File: src/rtl/serial_frame_pkg.sv
// Shared line-level constants and state encodings for the serial frame
// transmitter and its companion receiver.
package serial_frame_pkg;

   typedef enum logic [1:0] {
      ST_IDLE  = 2'd0,
      ST_START = 2'd1,
      ST_DATA  = 2'd2,
      ST_STOP  = 2'd3
   } frame_state_t;

   localparam logic LINE_IDLE = 1'b1;

endpackage

File: src/rtl/serial_frame_tx_bit_timer.sv
// Bit-period timer: tick is high in the last clock of every CLKS_PER_BIT
// period and the count restarts from zero while clear is held.
module bit_timer #(
   parameter int CLKS_PER_BIT = 4
) (
   input  logic clk,
   input  logic reset,
   input  logic clear,
   output logic tick
);

   localparam int CNT_W = (CLKS_PER_BIT > 1) ? $clog2(CLKS_PER_BIT) : 1;

   logic [CNT_W-1:0] count;

   // Full-width compare so CLKS_PER_BIT values at a power of two never alias.
   assign tick = (32'(count) == CLKS_PER_BIT - 1);

   always_ff @(posedge clk) begin
      if (reset || clear) begin
         count <= '0;
      end else if (tick) begin
         count <= '0;
      end else begin
         count <= count + 1'b1;
      end
   end

endmodule

File: src/rtl/serial_frame_tx.sv
// Framed serial transmitter: start bit, DATA_W data bits LSB-first, stop bit,
// each held for CLKS_PER_BIT clocks on a registered, idle-high tx line.
module serial_frame_tx
   import serial_frame_pkg::*;
#(
   parameter int DATA_W       = 8,
   parameter int CLKS_PER_BIT = 4
) (
   input  logic              clk,
   input  logic              reset,
   input  logic [DATA_W-1:0] data_in,
   input  logic              load,
   output logic              ready,
   output logic              tx,
   output logic              busy,
   output logic              done
);

   localparam int IDX_W = (DATA_W > 1) ? $clog2(DATA_W) : 1;

   frame_state_t      state;
   logic [DATA_W-1:0] shift_reg;
   logic [DATA_W-1:0] shifted;
   logic [IDX_W-1:0]  bit_idx;
   logic              tick;
   logic              last_bit;

   // The timer is held cleared while idle, so every frame starts a fresh period.
   bit_timer #(
      .CLKS_PER_BIT(CLKS_PER_BIT)
   ) u_bit_timer (
      .clk  (clk),
      .reset(reset),
      .clear(state == ST_IDLE),
      .tick (tick)
   );

   assign shifted  = shift_reg >> 1;
   assign last_bit = (32'(bit_idx) == DATA_W - 1);

   // done comes from registered state and the registered timer only.
   assign done = (state == ST_STOP) && tick;

   // tx is loaded one edge ahead with the level of the bit about to be held.
   always_ff @(posedge clk) begin
      if (reset) begin
         state     <= ST_IDLE;
         shift_reg <= '0;
         bit_idx   <= '0;
         tx        <= LINE_IDLE;
         ready     <= 1'b1;
         busy      <= 1'b0;
      end else begin
         case (state)
            ST_IDLE: begin
               if (load && ready) begin
                  shift_reg <= data_in;
                  bit_idx   <= '0;
                  tx        <= ~LINE_IDLE;
                  ready     <= 1'b0;
                  busy      <= 1'b1;
                  state     <= ST_START;
               end
            end
            ST_START: begin
               if (tick) begin
                  bit_idx <= '0;
                  tx      <= shift_reg[0];
                  state   <= ST_DATA;
               end
            end
            ST_DATA: begin
               if (tick) begin
                  shift_reg <= shifted;
                  if (last_bit) begin
                     bit_idx <= '0;
                     tx      <= LINE_IDLE;
                     state   <= ST_STOP;
                  end else begin
                     bit_idx <= bit_idx + 1'b1;
                     tx      <= shifted[0];
                  end
               end
            end
            ST_STOP: begin
               if (tick) begin
                  ready <= 1'b1;
                  busy  <= 1'b0;
                  state <= ST_IDLE;
               end
            end
            default: begin
               tx    <= LINE_IDLE;
               ready <= 1'b1;
               busy  <= 1'b0;
               state <= ST_IDLE;
            end
         endcase
      end
   end

endmodule
File: config.mk
export PLATFORM = sky130hd
export DESIGN_NAME = serial_frame_tx
export DESIGN_NICKNAME = d
export VERILOG_FILES = /design/src/rtl/serial_frame_pkg.sv /design/src/rtl/serial_frame_tx_bit_timer.sv /design/src/rtl/serial_frame_tx.sv
export SDC_FILE = /design/constraint.sdc
export NUM_CORES = 1
export LEC_CHECK = 0
export ABC_AREA = 1
export CAP_MARGIN = 5
export CORE_MARGIN = 2
export CORE_UTILIZATION = 47
export DETAILED_ROUTE_END_ITERATION = 8
export GPL_TIMING_DRIVEN = 0
export PLACE_DENSITY = 0.71
export SLEW_MARGIN = 20
export SYNTH_ARGS = -nofsm -noshare
export SYNTH_HDL_FRONTEND = slang
export SYNTH_SLANG_ARGS = --single-unit
File: constraint.sdc
create_clock -name clk -period 2.8 [get_ports clk]
set_input_delay 0.84 -clock clk [delete_from_list [all_inputs] [get_ports clk]]
set_output_delay 0.84 -clock clk [all_outputs]
set_load 0.02 [all_outputs]
==> results.txt <==
max FFs per register -> 8
share of cells above drive strength 1 -> 0.08025
Crit path largest cell delay -> 0.58 ns
gr usage total -> 0.1670
DP Area -> 0.001156 mm²
WL final -> 1.819 mm
clock skew -> 0.006389 ns
FF-to-FF Start -> state[0]
Top delay family on crit path -> buffers and inverters
unique cell type count in the Yosys netlist -> 18
switching pwr -> 0.4827 mW
Slew Limit Fails -> 0
post-cts gate resize count -> 0
Seq pwr share -> 0.357
Hold Crit Endpoint -> u_bit_timer.count[0]
worst skew pair latency -> 0.29 ns
post-synth net total -> 164
Logic pwr share -> 0.508
most frequent cells after synthesis -> nand2_1 (46), inv_1 (20), dfxtp_1 (18)
crit share post-route -> 0.8662
WP buf/inv -> 2
Synth area leaders -> dfxtp_1 (36%), nand2_1 (17%), ha_1 (10%)
Cells after Synth -> 145
area leader, netlist -> dfxtp_1
drt pass-1 iters -> 4
area grow syn2layout -> 20.18%
TritonCTS Buffers -> 3
fraction of registers with async set/reset -> 0
I/O Buffers -> 13
f_max -> 0.4123 GHz
Period minus WS final -> 2.425 ns
status -> finished, final reports clean
power density over the cells -> 957.9 mW/mm²
CORE AREA -> 0.001982 mm²
# DRC -> 0
first-pass GRT wire length -> 3.284 mm
Post-synth EDFFs -> 0
Hold-fix buffers, CTS -> 0
Antenna Cells -> 0
hold depth -> 1
count leader, synth -> nand2_1
Primary FF master, synth -> dfxtp_1
critical path class -> reg -> out
FP Rows -> 16
die area -> 0.002495 mm²
vias after detailed routing -> 873
initial antenna violation count -> 0
Internal -> 0.6595 mW
routed len/inst -> 9.624 µm
Worst Hold Class -> reg -> reg
P_leak -> 0.5769 nW
#FFs+latches synth -> 18
Worst Reg-to-Reg Cells -> 6
CP Capture Type -> output port
setup TNS -> 0 ns
CP cell instances -> ha_1, nand2_1, inv_1, clkdlybuf4s50_1
Seq/Total Area, Yosys -> 0.3632
Initial Util -> 0.5006
largest net degree at the start of global routing -> 11
Post-DP HPWL -> 1.427 mm
RSZ-0062 raised after global routing -> false
grt total ovfl -> 0
Worst path slowest cell -> clkdlybuf4s50_1
Final GP Congestion -> 0.7898
starting DRC count in detailed routing -> 12
routed vias/inst -> 4.619
die width -> 49.95 µm
CTS sink cnt -> 18
HP Start -> u_bit_timer.count[0]
crit path launch type -> flop
vias in the first global route -> 802
clock group share of total power -> 0.136
Synth top area share -> 0.3632
CTS tree -> done
switching share of power -> 0.4226
final hold vios -> 0
CP arrival -> 1.59 ns
clk buf depth -> 2
maximum VDD drop -> 644.6 µV
worst hold margin -> 0.4234 ns
DRT antenna net count -> 0
r2r endpoint -> shift_reg[3]
Final setup viols -> 0
H-tree depth -> 1
CTS clk-pin slew, worst paths -> 0.09 ns
Worst slew margin -> 0.8330
Die H -> 49.95 µm
num ports -> 15
top fanout value on the critical path -> 4
Ys Warns -> 0
FILL cells -> 181
Worst-Margin Slew -> 0.2502 ns
mean post-synth cell area -> 6.843 µm²
Mapped Area -> 992.2 µm²
max-cap viol count -> 0
clk root buf -> clkbuf_4
post-CTS setup buffers -> 0
Reg2Reg Setup Slack -> 1.27 ns
WP data required -> 1.96 ns
final instance area -> 0.001192 mm²
nets -> 182
crit path launch -> state[0]
## layout by cell type (no fill, tap or decap)
cell             netlist  routed
nand2_1               46      46
inv_1                 20      20
dfxtp_1               18      18
nor2_1                17      17
clkdlybuf4s50_1        0      13
a21oi_1                9       9
nand3_1                8       8
o21ai_0                8       8
ha_1                   8       8
clkbuf_4               0       3
nor2_4                 2       2
nand2_2                1       1
nand2_4                1       1
buf_2                  1       1
buf_4                  1       1
buf_6                  1       1
nand3b_2               1       1
or2_2                  1       1
o211ai_1               1       1
nand4_1                1       1
clkbuf_8               0       1
## power groups by stage
stage	registers (mW)	clock network (mW)	logic [mW]
floorplan	0.426	0	0.426
global placement	0.411	0	0.567
detailed placement	0.416	0	0.584
CTS	0.409	0.163	0.589
global route	0.421	0.179	0.665
finish	0.407	0.155	0.580
## routing by layer
metal,part of all wire,up-vias,GRT usage
met5,0,-,0
met4,0.0099,0,0.04167
met3,0.029,2,0.02727
met2,0.46,11,0.2800
met1,0.50,376,0.2222
li1,-,484,-
## worst max-delay path by stage
stage | end | slack [ns] | depth (start not counted)
2_1_floorplan | done | 1.24 | 3
3_3_place_gp | done | 0.71 | 4
3_5_place_dp | done | 0.68 | 4
4_1_cts | done | 0.35 | 4
5_1_grt | done | 0.28 | 4
6_report | done | 0.37 | 4
## metrics by stage
stage / std cells / utilization / total power [mW] / setup WS [ns]
4_1_cts: 189 / 0.6016 / 1.161 / 0.3500
6_report: 189 / 0.6016 / 1.142 / 0.3746
5_1_grt: 189 / 0.6016 / 1.265 / 0.2820
3_5_place_dp: 185 / 0.5833 / 1.000 / 0.6843
3_3_place_gp: 185 / 0.5833 / 0.9771 / 0.7121
2_1_floorplan: 145 / - / 0.8518 / 1.241
## kinds of logic after synthesis
logic type | Yosys count | share of synthesized area
AOI/OAI and AO/OA | 18 | 0.09332
adders and majority gates | 8 | 0.1009
buffers and inverters | 23 | 0.09962
DFF | 18 | 0.3632
and+or+nand+nor | 78 | 0.3430
## layout make-up
cell class | count | area, µm² | share of cell area
well taps | 27 | 33.78 | 0.02833
clock buffers | 4 | 36.28 | 0.03043
repair buffers | 13 | 130.1 | 0.1091
inverters | 20 | 75.07 | 0.06296
multi-input cells | 104 | 533.0 | 0.4470
flip-flops and latches | 18 | 360.3 | 0.3022
plain buffers | 3 | 23.77 | 0.01994
No activity file was read; power rests on OpenSTA's default activity.
==> variant 1: new RTL, same flow settings <==
Reset style: asynchronous (`reset`), changed in one clocked block.
--- a/src/rtl/serial_frame_tx.sv
+++ b/src/rtl/serial_frame_tx.sv
@@ -43,5 +43,5 @@
 
    // tx is loaded one edge ahead with the level of the bit about to be held.
-   always_ff @(posedge clk) begin
+   always_ff @(posedge clk or posedge reset) begin
       if (reset) begin
          state     <= ST_IDLE;
Behaviour: differs if reset is asserted again (counterexample within 4 cycles, from zero or initial values and one cycle with reset high); with reset held inactive, the same outputs for 10 cycles.
==> variant 1 against the original RTL <==
Sequential cell count is the same. Cell area is 4.6% higher. Wire length rose by 19%. Die area rose by 5.0%. Setup slack worse by 0.12 ns. First-iteration DRC count rose by 58%. Core utilization is 2.1 points lower. Synthesized area increased by 5.4%. Critical path type unchanged. Largest cell class unchanged.
Power is not compared: it rests on default switching activity, and its combinational part moved more than twofold at a synthesized area within 25%.
==> variant 1: results <==
[outcome]
status = finished clean

[sta]
timing.max_slew.rel_slack = 0.5735
finalClockSkew_ns = 0.002874
finalSetupViolations = 0

[yosys]
synth_compound_gate_area_share = 0.05622
netlist-cell-type-count = 17
synthTopCellsByCount = sky130_fd_sc_hd__nand2_1, sky130_fd_sc_hd__dfrtp_1, sky130_fd_sc_hd__inv_1, sky130_fd_sc_hd__nand3_1, sky130_fd_sc_hd__ha_1
synth_xor_area_frac = 0
synthMuxAreaShare = 0
synth_sequential_area_ratio = 0.4234
postSynth.asyncResetShare = 0.8889
post_synth_inst_count = 139
syn-num-nets = 160
synth_top_cells_by_area = sky130_fd_sc_hd__dfrtp_1, sky130_fd_sc_hd__nand2_1, sky130_fd_sc_hd__ha_1
ys_warn_count = 0
synth_adder_area_share = 0.1196
dominantRegCellSynth = sky130_fd_sc_hd__dfrtp_1

[drt]
drt_iter0_drc = 19
detail_route.first_pass.iterations = 4
routed_wl_um = 2157
avgViaCountPerCell = 4.843

[setup_path]
worstSetupStartpoint = state[1]
cp_top_family = buffers and inverters
slowest_delay_ns = 0.59
critical_path_arrival_ns = 1.71
worst_path_maximum_fanout = 6
cpMaxStageDelayCell = sky130_fd_sc_hd__clkdlybuf4s50_1
regToRegStartpoint = state[0]

[placement]
numPortBuffers = 14
gp_congestion = 0.7661
hpwl_um = 1555

[global_routing]
grt_antenna_before_repair = 0
vias_in_the_first_global_route = 874
grt_max_degree = 18
grt_pass1_wl_um = 3684
grtUsageTotal = 0.1899

[clock_network]
cts.path.max_buffers = 2
clkLatencyLatePin_ns = 0.29
cts_buffers = 3
cts_resized = 0
cts.htree.levels = 1
clk_root_buffer_cell = sky130_fd_sc_hd__clkbuf_4
cts_post_setup_buffers_inserted = 0
worst_setup_hold_path_clk_slew_ns = 0.10
postCtsHoldBufs = 0

[layout]
largest_register_ffs = 8
post_route_cells_drive_above_1_share = 0.07643
antennaDiodeCount = 0
layoutNonFillerInstCount = 185
finalNetCount = 179

[power]
cellLeakagePower_nw = 0.7014
ir_drop_uv = 244.1
switching_share = 0.2074

[min_path]
hold_crit_start = u_bit_timer.count[0]
hold_path_class = flop to flop
## variant 1: per-stage QoR
| stage | setup slack, ns | power (W) | util | area, sq um |
|---|---|---|---|---|
| after detailed placement | 0.5676 | 0.0002880 | 0.5684 | 1221 |
| after global placement | 0.5835 | 0.0002878 | 0.5684 | 1221 |
| after global routing | 0.1403 | 0.0004349 | 0.5807 | 1247 |
| after CTS | 0.2266 | 0.0004198 | 0.5807 | 1247 |
| after floorplan | 1.151 | 0.0002722 | - | 1046 |
| final | 0.2500 | 0.0004149 | 0.5807 | 1247 |
## variant 1: final timing paths
kind | endpoint | slack (ns) | depth (start not counted)
setup reg to reg | shift_reg[7] | 1.14 | 7
min in group asynchronous | shift_reg[1] | 0.93 | 2
hold / removal | u_bit_timer.count[0] | 0.43 | 1
hold reg to reg | u_bit_timer.count[0] | 0.43 | 1
max in group asynchronous | shift_reg[0] | 1.46 | 2
setup / recovery | done | 0.25 | 4
## variant 1: power by group through the flow
stage	registers (W)	clock network, W	logic [W]
floorplan	0.000265	0	0.00000760
global placement	0.000265	0	0.0000232
detailed placement	0.000265	0	0.0000234
CTS	0.000260	0.000137	0.0000238
global route	0.000260	0.000149	0.0000264
finish	0.000260	0.000132	0.0000233
## variant 1: metal layers
layer / vias up / part of all wire / GRT usage
li1: 470 / - / -
met1: 413 / 0.49 / 0.2308
met2: 11 / 0.48 / 0.3398
met3: 2 / 0.026 / 0.02632
met4: 0 / 0.0037 / 0.06757
met5: - / 0 / 0
## variant 1: layout make-up
cell class	instances	area [sq um]
timing repair buffer	14	140.1
multi-input combinational	105	540.5
clock buffer	4	26.28
fill	203	900.9
inverter	14	52.55
sequential	18	442.9
tap	28	35.03
buffer	2	10.01
==> variant 2: new RTL, same flow settings <==
Made on the original files. Set the parameter `DATA_W` to 16 (it was 8).
--- a/src/rtl/serial_frame_tx.sv
+++ b/src/rtl/serial_frame_tx.sv
@@ -4,5 +4,5 @@
    import serial_frame_pkg::*;
 #(
-   parameter int DATA_W       = 8,
+   parameter int DATA_W       = 16,
    parameter int CLKS_PER_BIT = 4
 ) (
Ports: changed (resized data_in); port bits go from 15 to 23. The function was not compared with the original's and may differ.
==> variant 2 against the original RTL <==
Sequential cell count rose by 9. Power rose by 56%. Sequential share of layout area fell by 1.2 points. Clock skew fell by 0.00078 ns. Synthesized area rose by 58%. Cell area rose by 56%. Combinational power rose by 74%. Wire length rose by 68%. Maximum frequency fell by 3.6%. Setup slack got worse by 0.091 ns. Largest cell class unchanged.
==> variant 2: results <==
[outcome]
status = finished clean

[layout]
seq_area_sq_um = 540.5
multi_input_logic_portion_of_the_cell_area = 0.4768
largest_register_ffs = 16
fillCellCount = 296
clockNetworkAreaShare = 0.01410
post_route_cells_drive_above_1_share = 0.1701
multiin_comb = 166
layout.nonclk_buf_frac = 0.1525
finalNetCount = 268
non_clock_buffer_count = 29
flops_and_latches = 27
final.signal_inverter_count = 15

[yosys]
synthTopCellsByCount = sky130_fd_sc_hd__nand2_1, sky130_fd_sc_hd__dfxtp_1, sky130_fd_sc_hd__nor2_1, sky130_fd_sc_hd__nand3_1, sky130_fd_sc_hd__inv_1
synth_compound_gate_area_share = 0.09873
synth_sequential_area_ratio = 0.3439
synth_top_cells_by_area = sky130_fd_sc_hd__dfxtp_1, sky130_fd_sc_hd__nand2_1, sky130_fd_sc_hd__nand3_2
syn-num-nets = 242
postSynth.asyncResetShare = 0
netlist-cell-type-count = 25

[sta]
finalClockSkew_ns = 0.005612
timing.fmax_mhz = 397.3
tightestPinTransition_ns = 0.2840

[setup_path]
r2r_end = shift_reg[12]
worstSetupPathType = flop to output pin
worst_path_maximum_fanout = 5
ff2ff_setup_slack_ns = 1.20
critical_path_arrival_ns = 1.68
ff2ff_path_depth = 9

[placement]
gp_congestion = 0.8100
place_worst_setup_slack_ns = 0.6274
numPortBuffers = 21
hpwl_um = 2231

[global_routing]
grt_pass1_wl_um = 5119
grtUsageTotal = 0.1787
grt_max_degree = 15
vias_in_the_first_global_route = 1239

[clock_network]
clkLatencyLatePin_ns = 0.31
worst_setup_hold_path_clk_slew_ns = 0.14

[drt]
detailroute.via_count = 1382
drt_iter0_drc = 77
routed_wl_um = 3053
detail_route.first_pass.iterations = 5

[power]
ir_drop_uv = 485.9
cellLeakagePower_nw = 0.8161
==> variant 2: kinds of logic (layout without fill, tap and decap cells) <==
group                    Yosys count  in the layout
AO/OA/AOI/OAI                     23             23
adder cells (fa/ha/maj)            7              7
buffers and inverters             23             48
flip-flops                        27             27
AND/OR/NAND/NOR                  136            136
==> variant 2: metrics by stage <==
step,utilization,area [sq um],cells,hold slack (ns)
floorplan,-,1572,216,0.3986
global placement,0.5872,1837,281,0.4141
detailed placement,0.5872,1837,281,0.4163
CTS,0.5956,1863,285,0.4363
global route,0.5956,1863,285,0.4611
finish,0.5956,1863,285,0.4273
==> variant 2: per-layer routing <==
layer,vias up,part of all wire,global-route usage
met5,-,0,0
met3,2,0.032,0.02484
li1,739,-,-
met4,0,0.0049,0.05471
met2,24,0.47,0.3218
met1,617,0.49,0.2202
==> variant 2: where the power goes <==
part	leakage, nW	switching [W]	internal, W
Combinational	0.579	0.000614	0.000396
Sequential	0.222	0.0000817	0.000529
Clock	0.0150	0.000108	0.0000556
Total	0.816	0.000803	0.000981
